[config.mk]
export PLATFORM = sky130hd
export DESIGN_NAME = seq_alu
export DESIGN_NICKNAME = d
export VERILOG_FILES = /design/src/rtl/seq_alu_pkg.sv /design/src/rtl/seq_alu_mult_core.sv /design/src/rtl/seq_alu.sv
export SDC_FILE = /design/constraint.sdc
export NUM_CORES = 1
export LEC_CHECK = 0
export ABC_AREA = 1
export BUFFER_PORTS_ARGS = -buffer_cell sky130_fd_sc_hd__buf_2
export CORE_MARGIN = 8
export CORE_UTILIZATION = 35
export DETAILED_ROUTE_END_ITERATION = 7
export PLACE_DENSITY_LB_ADDON = 0.12
export SYNTH_ARGS = -nofsm -noshare
export SYNTH_HDL_FRONTEND = slang
export SYNTH_SLANG_ARGS = --single-unit
[constraint.sdc]
create_clock -name CLK -period 7.2 [get_ports CLK]
set_input_delay 0.72 -clock CLK [delete_from_list [all_inputs] [get_ports CLK]]
set_output_delay 0.72 -clock CLK [all_outputs]
set_load 0.01 [all_outputs]
[src/rtl/seq_alu_pkg.sv]
// ============================================================================
// Module      : seq_alu_pkg
// Description : Shared definitions for the sequential ALU: opcode width,
//               opcode encodings, FSM state encoding and a small opcode helper.
// Revision    : 1.0 - initial release
// ============================================================================
`default_nettype none

package seq_alu_pkg;

    localparam int ALU_OPRN_W = 6;

    localparam logic [ALU_OPRN_W-1:0] ALU_ADD = 6'd1;
    localparam logic [ALU_OPRN_W-1:0] ALU_SUB = 6'd2;
    localparam logic [ALU_OPRN_W-1:0] ALU_MUL = 6'd3;
    localparam logic [ALU_OPRN_W-1:0] ALU_SRL = 6'd4;
    localparam logic [ALU_OPRN_W-1:0] ALU_SLL = 6'd5;
    localparam logic [ALU_OPRN_W-1:0] ALU_AND = 6'd6;
    localparam logic [ALU_OPRN_W-1:0] ALU_OR  = 6'd7;
    localparam logic [ALU_OPRN_W-1:0] ALU_NOR = 6'd8;
    localparam logic [ALU_OPRN_W-1:0] ALU_SLT = 6'd9;

    // Control FSM states, explicitly encoded in two bits.
    typedef enum logic [1:0] {
        ST_IDLE = 2'd0,
        ST_MUL  = 2'd1,
        ST_FIN  = 2'd2
    } state_t;

    function automatic logic is_mul_op(input logic [ALU_OPRN_W-1:0] oprn);
        return (oprn == ALU_MUL);
    endfunction

endpackage

`default_nettype wire

[src/rtl/seq_alu_mult_core.sv]
// ============================================================================
// Module      : seq_alu_mult_core
// Description : Iterative signed shift-add multiplier datapath. Holds the
//               operand magnitudes, the accumulator, the result sign and the
//               bit counter. Sequenced by the seq_alu FSM through go/step/fin.
//               With SEQ_ALU_MULT_HI_EN defined the accumulator is 2*DATA_W
//               wide and the upper product half is exported on o_prod_hi;
//               otherwise only the low DATA_W bits are kept.
// Ports       : clk        - clock, rising edge
//               rst_n      - synchronous active-low reset
//               i_go       - latch operands, clear accumulator and counter
//               i_step     - perform one partial-product step
//               i_fin      - final step taken; return datapath to zero
//               i_op1/2    - signed operands (sampled on i_go)
//               o_last     - current step is the last one (bit DATA_W-1)
//               o_prod_lo  - signed product low half including current step
//               o_prod_hi  - signed product high half (SEQ_ALU_MULT_HI_EN)
// Revision    : 1.0 - initial release
// ============================================================================
`default_nettype none

module seq_alu_mult_core #(
    parameter int DATA_W  = 32,
    parameter int SHAMT_W = 5
) (
    input  logic              clk,
    input  logic              rst_n,
    input  logic              i_go,
    input  logic              i_step,
    input  logic              i_fin,
    input  logic [DATA_W-1:0] i_op1,
    input  logic [DATA_W-1:0] i_op2,
    output logic              o_last,
    output logic [DATA_W-1:0] o_prod_lo
`ifdef SEQ_ALU_MULT_HI_EN
    ,
    output logic [DATA_W-1:0] o_prod_hi
`endif
);

`ifdef SEQ_ALU_MULT_HI_EN
    localparam int ACC_W = 2 * DATA_W;
`else
    // The low word of a negated value depends only on the low word of the
    // magnitude, so a DATA_W accumulator still yields an exact low half.
    localparam int ACC_W = DATA_W;
`endif

    logic [ACC_W-1:0]   r_mcand;
    logic [ACC_W-1:0]   r_acc;
    logic [DATA_W-1:0]  r_mplier;
    logic [SHAMT_W-1:0] r_cnt;
    logic               r_neg;

    logic [DATA_W-1:0]  w_mag1;
    logic [DATA_W-1:0]  w_mag2;
    logic [ACC_W-1:0]   w_mcand_init;
    logic [ACC_W-1:0]   w_acc_next;
    logic [ACC_W-1:0]   w_prod;

    // Magnitudes: MIN_INT negates to itself, which read unsigned is exactly
    // 2^(DATA_W-1), so no extra bit is needed.
    always_comb begin
        w_mag1       = i_op1[DATA_W-1] ? -i_op1 : i_op1;
        w_mag2       = i_op2[DATA_W-1] ? -i_op2 : i_op2;
        w_mcand_init = '0;
        w_mcand_init[DATA_W-1:0] = w_mag1;
    end

    // Accumulator value after the current step; the product is taken from
    // this so the FSM can register the result on the final step edge.
    always_comb begin
        w_acc_next = r_mplier[0] ? (r_acc + r_mcand) : r_acc;
        w_prod     = r_neg ? -w_acc_next : w_acc_next;
    end

    always_ff @(posedge clk) begin
        if (!rst_n) begin
            r_mcand  <= '0;
            r_acc    <= '0;
            r_mplier <= '0;
            r_cnt    <= '0;
            r_neg    <= 1'b0;
        end else if (i_go) begin
            r_mcand  <= w_mcand_init;
            r_mplier <= w_mag2;
            r_acc    <= '0;
            r_cnt    <= '0;
            r_neg    <= i_op1[DATA_W-1] ^ i_op2[DATA_W-1];
        end else if (i_fin) begin
            r_mcand  <= '0;
            r_acc    <= '0;
            r_mplier <= '0;
            r_cnt    <= '0;
            r_neg    <= 1'b0;
        end else if (i_step) begin
            r_acc    <= w_acc_next;
            r_mcand  <= r_mcand << 1;
            r_mplier <= r_mplier >> 1;
            r_cnt    <= r_cnt + {{(SHAMT_W-1){1'b0}}, 1'b1};
        end
    end

    assign o_last    = (r_cnt == SHAMT_W'(DATA_W - 1));
    assign o_prod_lo = w_prod[DATA_W-1:0];
`ifdef SEQ_ALU_MULT_HI_EN
    assign o_prod_hi = w_prod[ACC_W-1:DATA_W];
`endif

endmodule

`default_nettype wire

[src/rtl/seq_alu.sv]
// ============================================================================
// Module      : seq_alu
// Description : Multi-cycle ALU with a START/BUSY/DONE handshake. Single-cycle
//               ops (add, sub, srl, sll, and, or, nor, slt) complete one cycle
//               after accept; MUL runs a DATA_W-step shift-add in
//               seq_alu_mult_core and completes DATA_W+1 cycles after accept.
//               Optional feature macro: SEQ_ALU_MULT_HI_EN adds the HI port
//               carrying the upper half of the signed product.
// Ports       : CLK   - clock, rising edge
//               RST   - synchronous active-low reset
//               START - request, accepted only in IDLE
//               OPRN  - opcode (1 add .. 9 slt; others yield 0)
//               OP1   - operand 1
//               OP2   - operand 2 (shift amount for shifts)
//               BUSY  - MUL in progress
//               DONE  - one-cycle result-valid pulse
//               OUT   - result, held until the next DONE
//               ZERO  - OUT == 0
//               HI    - upper product half (SEQ_ALU_MULT_HI_EN only)
// Revision    : 1.0 - initial release
// ============================================================================
`default_nettype none

module seq_alu
    import seq_alu_pkg::*;
#(
    parameter int DATA_W  = 32,
    parameter int SHAMT_W = 5
) (
    input  logic                  CLK,
    input  logic                  RST,
    input  logic                  START,
    input  logic [ALU_OPRN_W-1:0] OPRN,
    input  logic [DATA_W-1:0]     OP1,
    input  logic [DATA_W-1:0]     OP2,
    output logic                  BUSY,
    output logic                  DONE,
    output logic [DATA_W-1:0]     OUT,
    output logic                  ZERO
`ifdef SEQ_ALU_MULT_HI_EN
    ,
    output logic [DATA_W-1:0]     HI
`endif
);

    state_t             r_state;

    logic [DATA_W-1:0]  w_alu_res;
    logic               w_shamt_ovf;
    logic [SHAMT_W-1:0] w_shamt;
    logic               w_accept;
    logic               w_mul_go;
    logic               w_mul_step;
    logic               w_mul_fin;
    logic               w_mul_last;
    logic [DATA_W-1:0]  w_prod_lo;
`ifdef SEQ_ALU_MULT_HI_EN
    logic [DATA_W-1:0]  w_prod_hi;
`endif

    // ------------------------------------------------------------------
    // Single-cycle ops, evaluated on the operands present at accept; the
    // result is registered on the accept edge so later input changes are
    // irrelevant.
    // ------------------------------------------------------------------
    always_comb begin
        w_shamt     = OP2[SHAMT_W-1:0];
        w_shamt_ovf = |OP2[DATA_W-1:SHAMT_W];
        w_alu_res   = '0;
        case (OPRN)
            ALU_ADD: w_alu_res = OP1 + OP2;
            ALU_SUB: w_alu_res = OP1 - OP2;
            ALU_SRL: w_alu_res = w_shamt_ovf ? '0 : (OP1 >> w_shamt);
            ALU_SLL: w_alu_res = w_shamt_ovf ? '0 : (OP1 << w_shamt);
            ALU_AND: w_alu_res = OP1 & OP2;
            ALU_OR:  w_alu_res = OP1 | OP2;
            ALU_NOR: w_alu_res = ~(OP1 | OP2);
            ALU_SLT: w_alu_res = {{(DATA_W-1){1'b0}}, ($signed(OP1) < $signed(OP2))};
            default: w_alu_res = '0;
        endcase
    end

    // ------------------------------------------------------------------
    // Multiplier sequencing
    // ------------------------------------------------------------------
    assign w_accept   = (r_state == ST_IDLE) && START;
    assign w_mul_go   = w_accept && is_mul_op(OPRN);
    assign w_mul_step = (r_state == ST_MUL);
    assign w_mul_fin  = w_mul_step && w_mul_last;

    seq_alu_mult_core #(
        .DATA_W  (DATA_W),
        .SHAMT_W (SHAMT_W)
    ) u_mult_core (
        .clk       (CLK),
        .rst_n     (RST),
        .i_go      (w_mul_go),
        .i_step    (w_mul_step),
        .i_fin     (w_mul_fin),
        .i_op1     (OP1),
        .i_op2     (OP2),
        .o_last    (w_mul_last),
        .o_prod_lo (w_prod_lo)
`ifdef SEQ_ALU_MULT_HI_EN
        ,
        .o_prod_hi (w_prod_hi)
`endif
    );

    // ------------------------------------------------------------------
    // Control FSM with registered outputs. DONE is raised on the edge that
    // enters FIN, so it is high exactly for the FIN cycle.
    // ------------------------------------------------------------------
    always_ff @(posedge CLK) begin
        if (!RST) begin
            r_state <= ST_IDLE;
            BUSY    <= 1'b0;
            DONE    <= 1'b0;
            OUT     <= '0;
            ZERO    <= 1'b1;
`ifdef SEQ_ALU_MULT_HI_EN
            HI      <= '0;
`endif
        end else begin
            DONE <= 1'b0;
            case (r_state)
                ST_IDLE: begin
                    if (START) begin
                        if (is_mul_op(OPRN)) begin
                            r_state <= ST_MUL;
                            BUSY    <= 1'b1;
                        end else begin
                            r_state <= ST_FIN;
                            DONE    <= 1'b1;
                            OUT     <= w_alu_res;
                            ZERO    <= (w_alu_res == '0);
                        end
                    end
                end
                ST_MUL: begin
                    if (w_mul_last) begin
                        r_state <= ST_FIN;
                        BUSY    <= 1'b0;
                        DONE    <= 1'b1;
                        OUT     <= w_prod_lo;
                        ZERO    <= (w_prod_lo == '0);
`ifdef SEQ_ALU_MULT_HI_EN
                        HI      <= w_prod_hi;
`endif
                    end
                end
                ST_FIN: begin
                    // START here is deliberately dropped.
                    r_state <= ST_IDLE;
                end
                default: begin
                    r_state <= ST_IDLE;
                    BUSY    <= 1'b0;
                end
            endcase
        end
    end

endmodule

`default_nettype wire

# ---- Word level (Yosys, flattened, before mapping)
# Cells that the tools add are included.
dict set report word_totals {
  out_inout_bits 35
  wordCells 91
  register_bits 139
  in_bits 73
}
dict set report classes {
  magnitude_cmp 1
  n_reduce_logical 14
  mux 35
  n_shift 2
  add_sub_neg 7
  eq_ne 16
  bitwise 6
}
# op count
set ops {}
lappend ops {{32-bit 2-to-1 mux} 15}
lappend ops {{32-bit one-hot mux with 8 select lines} 1}
lappend ops {{32-bit negator} 3}
lappend ops {{32-bit adder} 2}
lappend ops {{32-bit logical NOT} 2}
lappend ops {{32-bit one-hot mux with 2 select lines} 1}
lappend ops {{32-bit bitwise AND} 1}
lappend ops {{32-bit less-than comparator} 1}
lappend ops {{32-bit NOT} 1}
lappend ops {{32-bit bitwise OR} 1}
lappend ops {{32-bit by 5-bit << shifter with 32-bit output} 1}
lappend ops {{32-bit by 5-bit right shift with 32-bit output} 1}
lappend ops {{32-bit subtractor} 1}
lappend ops {{27-bit OR reduction} 1}
lappend ops {{6-bit by 3-bit equality test with 1-bit output (second input constant)} 4}
lappend ops {{6-bit by 2-bit equality test with 1-bit output (second input constant)} 2}
lappend ops {{6-bit by 4-bit equality test with 1-bit output (second input constant)} 2}
lappend ops {{1-bit 2-to-1 mux} 11}
lappend ops {{4-bit AND reduction} 2}
lappend ops {{6-bit by 1-bit equality test with 1-bit output (second input constant)} 1}
lappend ops {{2-bit 2-to-1 mux} 3}
lappend ops {{5-bit by 1-bit adder with 5-bit output (second input constant)} 1}
lappend ops {{5-bit equality test (second input constant)} 1}
lappend ops {{2-bit by 1-bit != test with 1-bit output (second input constant)} 2}
lappend ops {{14 further kinds} 20}

# ---- Longest topological paths before layout
dict set report logic_depth {
  ltp_word 7
  mapped_depth 28
  mapped_depth_nobuf 28
}

# ---- Cells and area by module
# A second synthesis with hierarchy kept.
dict set report hier_totals {
  hier_cells 4051
  hier_area_um2 21378.0
}
# mod n_inst cells_per_inst seq_area_each_um2 area_each_um2
set modules_own_cells {}
lappend modules_own_cells {seq_alu 1 2353 740.7 11871.4}
lappend modules_own_cells {seq_alu_mult_core 1 1698 2042.0 9506.6}

# ---- Worst setup path after synthesis
# Ideal clock, no wire load.
dict set report synth_timing {
  path_type {input port to flip-flop}
  from {input OP2[2]}
  to {register ZERO}
  arrival_ns 3.474
  path_stages 23
  setup_time_ns 0.059
  path_buffers 3
  path_slack_ns 3.667
  t_required_ns 7.141
  path_cell_list {buf_6 inv_2 buf_2 buf_1 ha_1 inv_1 nand3_1 nand2_1 nand2_1 a31oi_1 nand2_1 nand2_1 nor2_1 or2_2 a31oi_1 nand2_1 nor2_1 nand2_1 nor2_1 nand4_1 nand2_1 nand2_1 nand2_1}
}
dict set report synth_between {
  elab_chain_len 7
  word_cells_on_any_way 15
  classes_between {2 x add/sub; 1 x order compare; 2 x shift; 6 x mux; 3 x bitwise; 1 x reduce/logical}
}
# item line_no
set synth_rtl {}
lappend synth_rtl {{start, declared} seq_alu.sv:35} ;# input logic [DATA_W-1:0] OP2,
lappend synth_rtl {{branches (longest 2 deep; another with 32-bit subtractor)} --}
lappend synth_rtl {{32-bit one-hot mux with 8 select lines (*)} seq_alu.sv:70} ;# case (OPRN)
lappend synth_rtl {{32-bit logical NOT (*)} seq_alu.sv:136} ;# ZERO <= (w_alu_res == '0);
lappend synth_rtl {{1-bit 2-to-1 mux (*)} seq_alu.sv:129} ;# if (is_mul_op(OPRN)) begin
lappend synth_rtl {{1-bit 2-to-1 mux (*)} seq_alu.sv:128} ;# if (START) begin
lappend synth_rtl {{1-bit one-hot mux with 2 select lines (*)} seq_alu.sv:126} ;# case (r_state)
lappend synth_rtl {{end signal, assigned} seq_alu.sv:136}
lappend synth_rtl {{end signal, assigned} seq_alu.sv:146} ;# ZERO <= (w_prod_lo == '0);
lappend synth_rtl {{end, declared} seq_alu.sv:39} ;# output logic ZERO
# Mark *: on every way between the ends. The select of a mux whose other input is x is not followed.
# A chain may end at the register's enable or synchronous reset.

# ---- Worst setup path after layout
dict set report layout_timing {
  from {input OP2[4]}
  to {register ZERO}
}
# Same word-level chain as after synthesis.

==> metrics <==
Max VDD drop 0.2107 mV; Crit path max-delay family simple AND/OR/NAND/NOR gates; Max Fclk 0.2301 GHz; # H-tree levels 4; WL final 98.33 mm; via count 25179; Sinks on Clock Net 139; largest net degree at the start of global routing 72; CTS tree done; die span in x 257.1 um; WP data required 7.63 ns; crit path DAT 4.78 ns; number of synthesized flops with an enable pin 0; Max stage delay on crit path 0.59 ns; largest family of logic cells by synthesized area simple AND/OR/NAND/NOR gates; Seq cells post-synth 139; I/O Buffers 107; num rows 88; # setup viols final 0; Synthesis Warnings 0; Min-Delay Path Class reg2reg; Compound-Gate Fraction of Synth Area 23.61%; Synth Net Count 3980; initial antenna violation count 0; Worst Path Max Fanout 28; Initial Utilization 35.34%; final setup skew 0.01225 ns; Worst setup SP type primary input; DR pass1 iterations 8; Max-Cap Viols 0; share of Yosys cell area claimed by the top area cell type 20.61%; asr flop ratio synth 0%; post-CTS setup buffer count 0; Diodes inserted 0; clock slew at reported path FFs 0.08 ns; sequential share of the synthesized area 13.68%; Multi-input gate area 15020 sq um; Final Slew Violations 0; CP cell instances buf_2, inv_1, ha_1, a21oi_1, a21boi_0, o21bai_1, nand2_1, nand2_1, o21ai_0, a21oi_1, nor3_2, nand2_1, nor2_1, nand2_1, nor2_1, nand4_1, nand2_1, nand2_1, nand2_1; CTS Buf Count 17; setup slack after layout 2.855 ns; Synth Area in Adders 8.473%; kind of critical path in2reg; Ports 108; final hold viol count 0; Levels on crit path 19; core area 57590 sq um; hold path depth 2; Final ANT Viol Nets 0; later-pin clock latency in the skew report 0.50 ns; Post-Synthesis Cells 3771; # hold bufs at CTS 0; Placer Congestion 1.041; RSZ-0062 raised after global routing false; WL per Instance 21.63 um; PwrDens 196.9 nW/um^2; post-route design area 21980 sq um; area delta synth->final 8.000%; nets 3976; Synth area leader nand2_1; post-layout util 38.16%; die footprint 66110 sq um; failing checks design-rule violations; vias per cell 5.540; cts repair resizes 0; Leak 10.97 nW; count of cell types in the netlist 68; Slew headroom 19.84%; Worst setup EP type flip-flop; total gr overflow 0; DP Wirelength 79.35 mm; number of fillers in the final layout 6693; Buf/Inv on CP 2; Mapped Area 20350 sq um; Synth area leaders nand2_1, dfxtp_1, o21ai_0; XOR/XNOR Fraction of Synth Area 0.5964%; Synth Flop Type dfxtp_1; root buf cell clkbuf_16; slowest cell on the critical path inv_1; most used cell, CP nand2_1; first-pass GRT wire length 146.5 mm; die height 257.1 um; period utilization 60.35%; final setup TNS 0 ns; vias in the first global route 23556; post-synthesis mux area share 0.3443%; Design Power 4.328 mW; Worst-Margin Slew 1.202 ns; drt drc 5; share of post-route cells with drive strength above 1 7.434%; Tmin final 4.345 ns; Area after DPL 21380 sq um; deepest clock path buffer count 2; status complete, but fails checks; Setup WS pre-CTS 2.492 ns; Simple-Gate Fraction of Synth Area 40.62%; 1st-iter DRT viols 2717; R2R cell count 15; gr usage total 28.67%; Register Area 2785 sq um; average cell area after synthesis 5.396 sq um
[sequential cells by signal, indices dropped and copies added (netlist names)]
| name | cells |
|---|---|
| OUT | 32 |
| u_mult_core.r_acc | 32 |
| u_mult_core.r_mcand | 32 |
| u_mult_core.r_mplier | 32 |
| u_mult_core.r_cnt | 5 |
| r_state | 2 |
| BUSY | 1 |
| DONE | 1 |
| ZERO | 1 |
| u_mult_core.r_neg | 1 |
[per-layer routing]
| metal | global-route usage, % | vias up | wire length, um |
|---|---|---|---|
| met5 | 0 | - | 0 |
| met4 | 14.05 | 0 | 5155 |
| met3 | 4.013 | 194 | 7046 |
| met2 | 46.18 | 1059 | 43720 |
| met1 | 37.26 | 11582 | 42400 |
| li1 | - | 12344 | - |
[stage by stage]
step	std cells	hold WS [ns]
floorplan	3771	0.4453
global placement	4513	0.4536
detailed placement	4513	0.4534
CTS	4545	0.4642
global route	4545	0.4794
finish	4545	0.4636
[layout by cell type (no fill, tap or decap), drive strengths merged, types with 8 or more instances in the layout]
cell	instances
buf	136
xor2	11
ha	133
nand2	1146
nand4	34
clkbuf	17
clkinv	9
nor4	8
o21bai	15
a221oi	13
a21o	11
inv	499
o211ai	42
o21ai	380
o21a	15
a21oi	339
dfxtp	139
nor2	346
a31oi	15
nand3	345
or2	10
nor3	47
o22ai	10
[cells by family after synthesis]
kind of cell / count (synthesis)
xor+xnor: 13
mux: 7
buf+inv: 653
compound gates: 875
flops: 139
simple gates: 1948
fa+ha+maj: 136
[cell usage after synthesis, types with 7 or more instances]
library cell and count:
a21o_1 11, a21oi_1 338, a221oi_1 13, a31oi_1 15
buf_1 18, buf_2 33, buf_6 7, clkbuf_1 94
dfxtp_1 139, ha_1 133, inv_1 465, inv_2 24
mux2i_1 7, nand2_1 1117, nand2_2 24, nand3_1 338
nand3b_1 7, nand4_1 34, nor2_1 320, nor2_2 19
nor3_1 41, nor4_1 7, o211ai_1 42, o21a_1 15
o21ai_0 353, o21ai_1 25, o21bai_1 15, o221ai_1 7
o22ai_1 10, or2_2 7, xor2_1 10
[path summary, 6_finish.rpt]
| path | from | to | slack (ns) |
|---|---|---|---|
| setup / recovery | OP2[4] | ZERO$_SDFFE_PN1P_ | 2.85 |
| hold / removal | OUT[1]$_SDFFE_PN0P_ | OUT[1]$_SDFFE_PN0P_ | 0.46 |
| setup reg to reg | r_state[0]$_SDFFE_PN0P_ | u_mult_core.r_acc[20]$_SDFFE_PP0P_ | 3.23 |
| hold reg to reg | OUT[1]$_SDFFE_PN0P_ | OUT[1]$_SDFFE_PN0P_ | 0.46 |
[final cells by class]
| class | instances | share of cell area, % |
|---|---|---|
| multi-input cells | 2979 | 68.35 |
| flip-flops and latches | 139 | 12.67 |
| inverters | 494 | 8.438 |
| well taps | 765 | 4.355 |
| repair buffers | 136 | 3.484 |
| clock buffers | 17 | 1.936 |
| clock inverters | 15 | 0.7629 |
[worst min-delay path, delay by kind of cell (launching register included)]
| family | cells | cell delay (ns) |
|---|---|---|
| AOI/OAI and AO/OA | 1 | 0.05 |
| DFF | 1 | 0.31 |
| and+or+nand+nor | 1 | 0.06 |
[power by group]
part	switching, mW	internal (mW)	leakage, nW
registers	0.130	0.911	1.14
clock network	0.486	0.469	0.289
logic	1.65	0.682	9.55
Note: power is estimated with default switching activity, not from simulation.
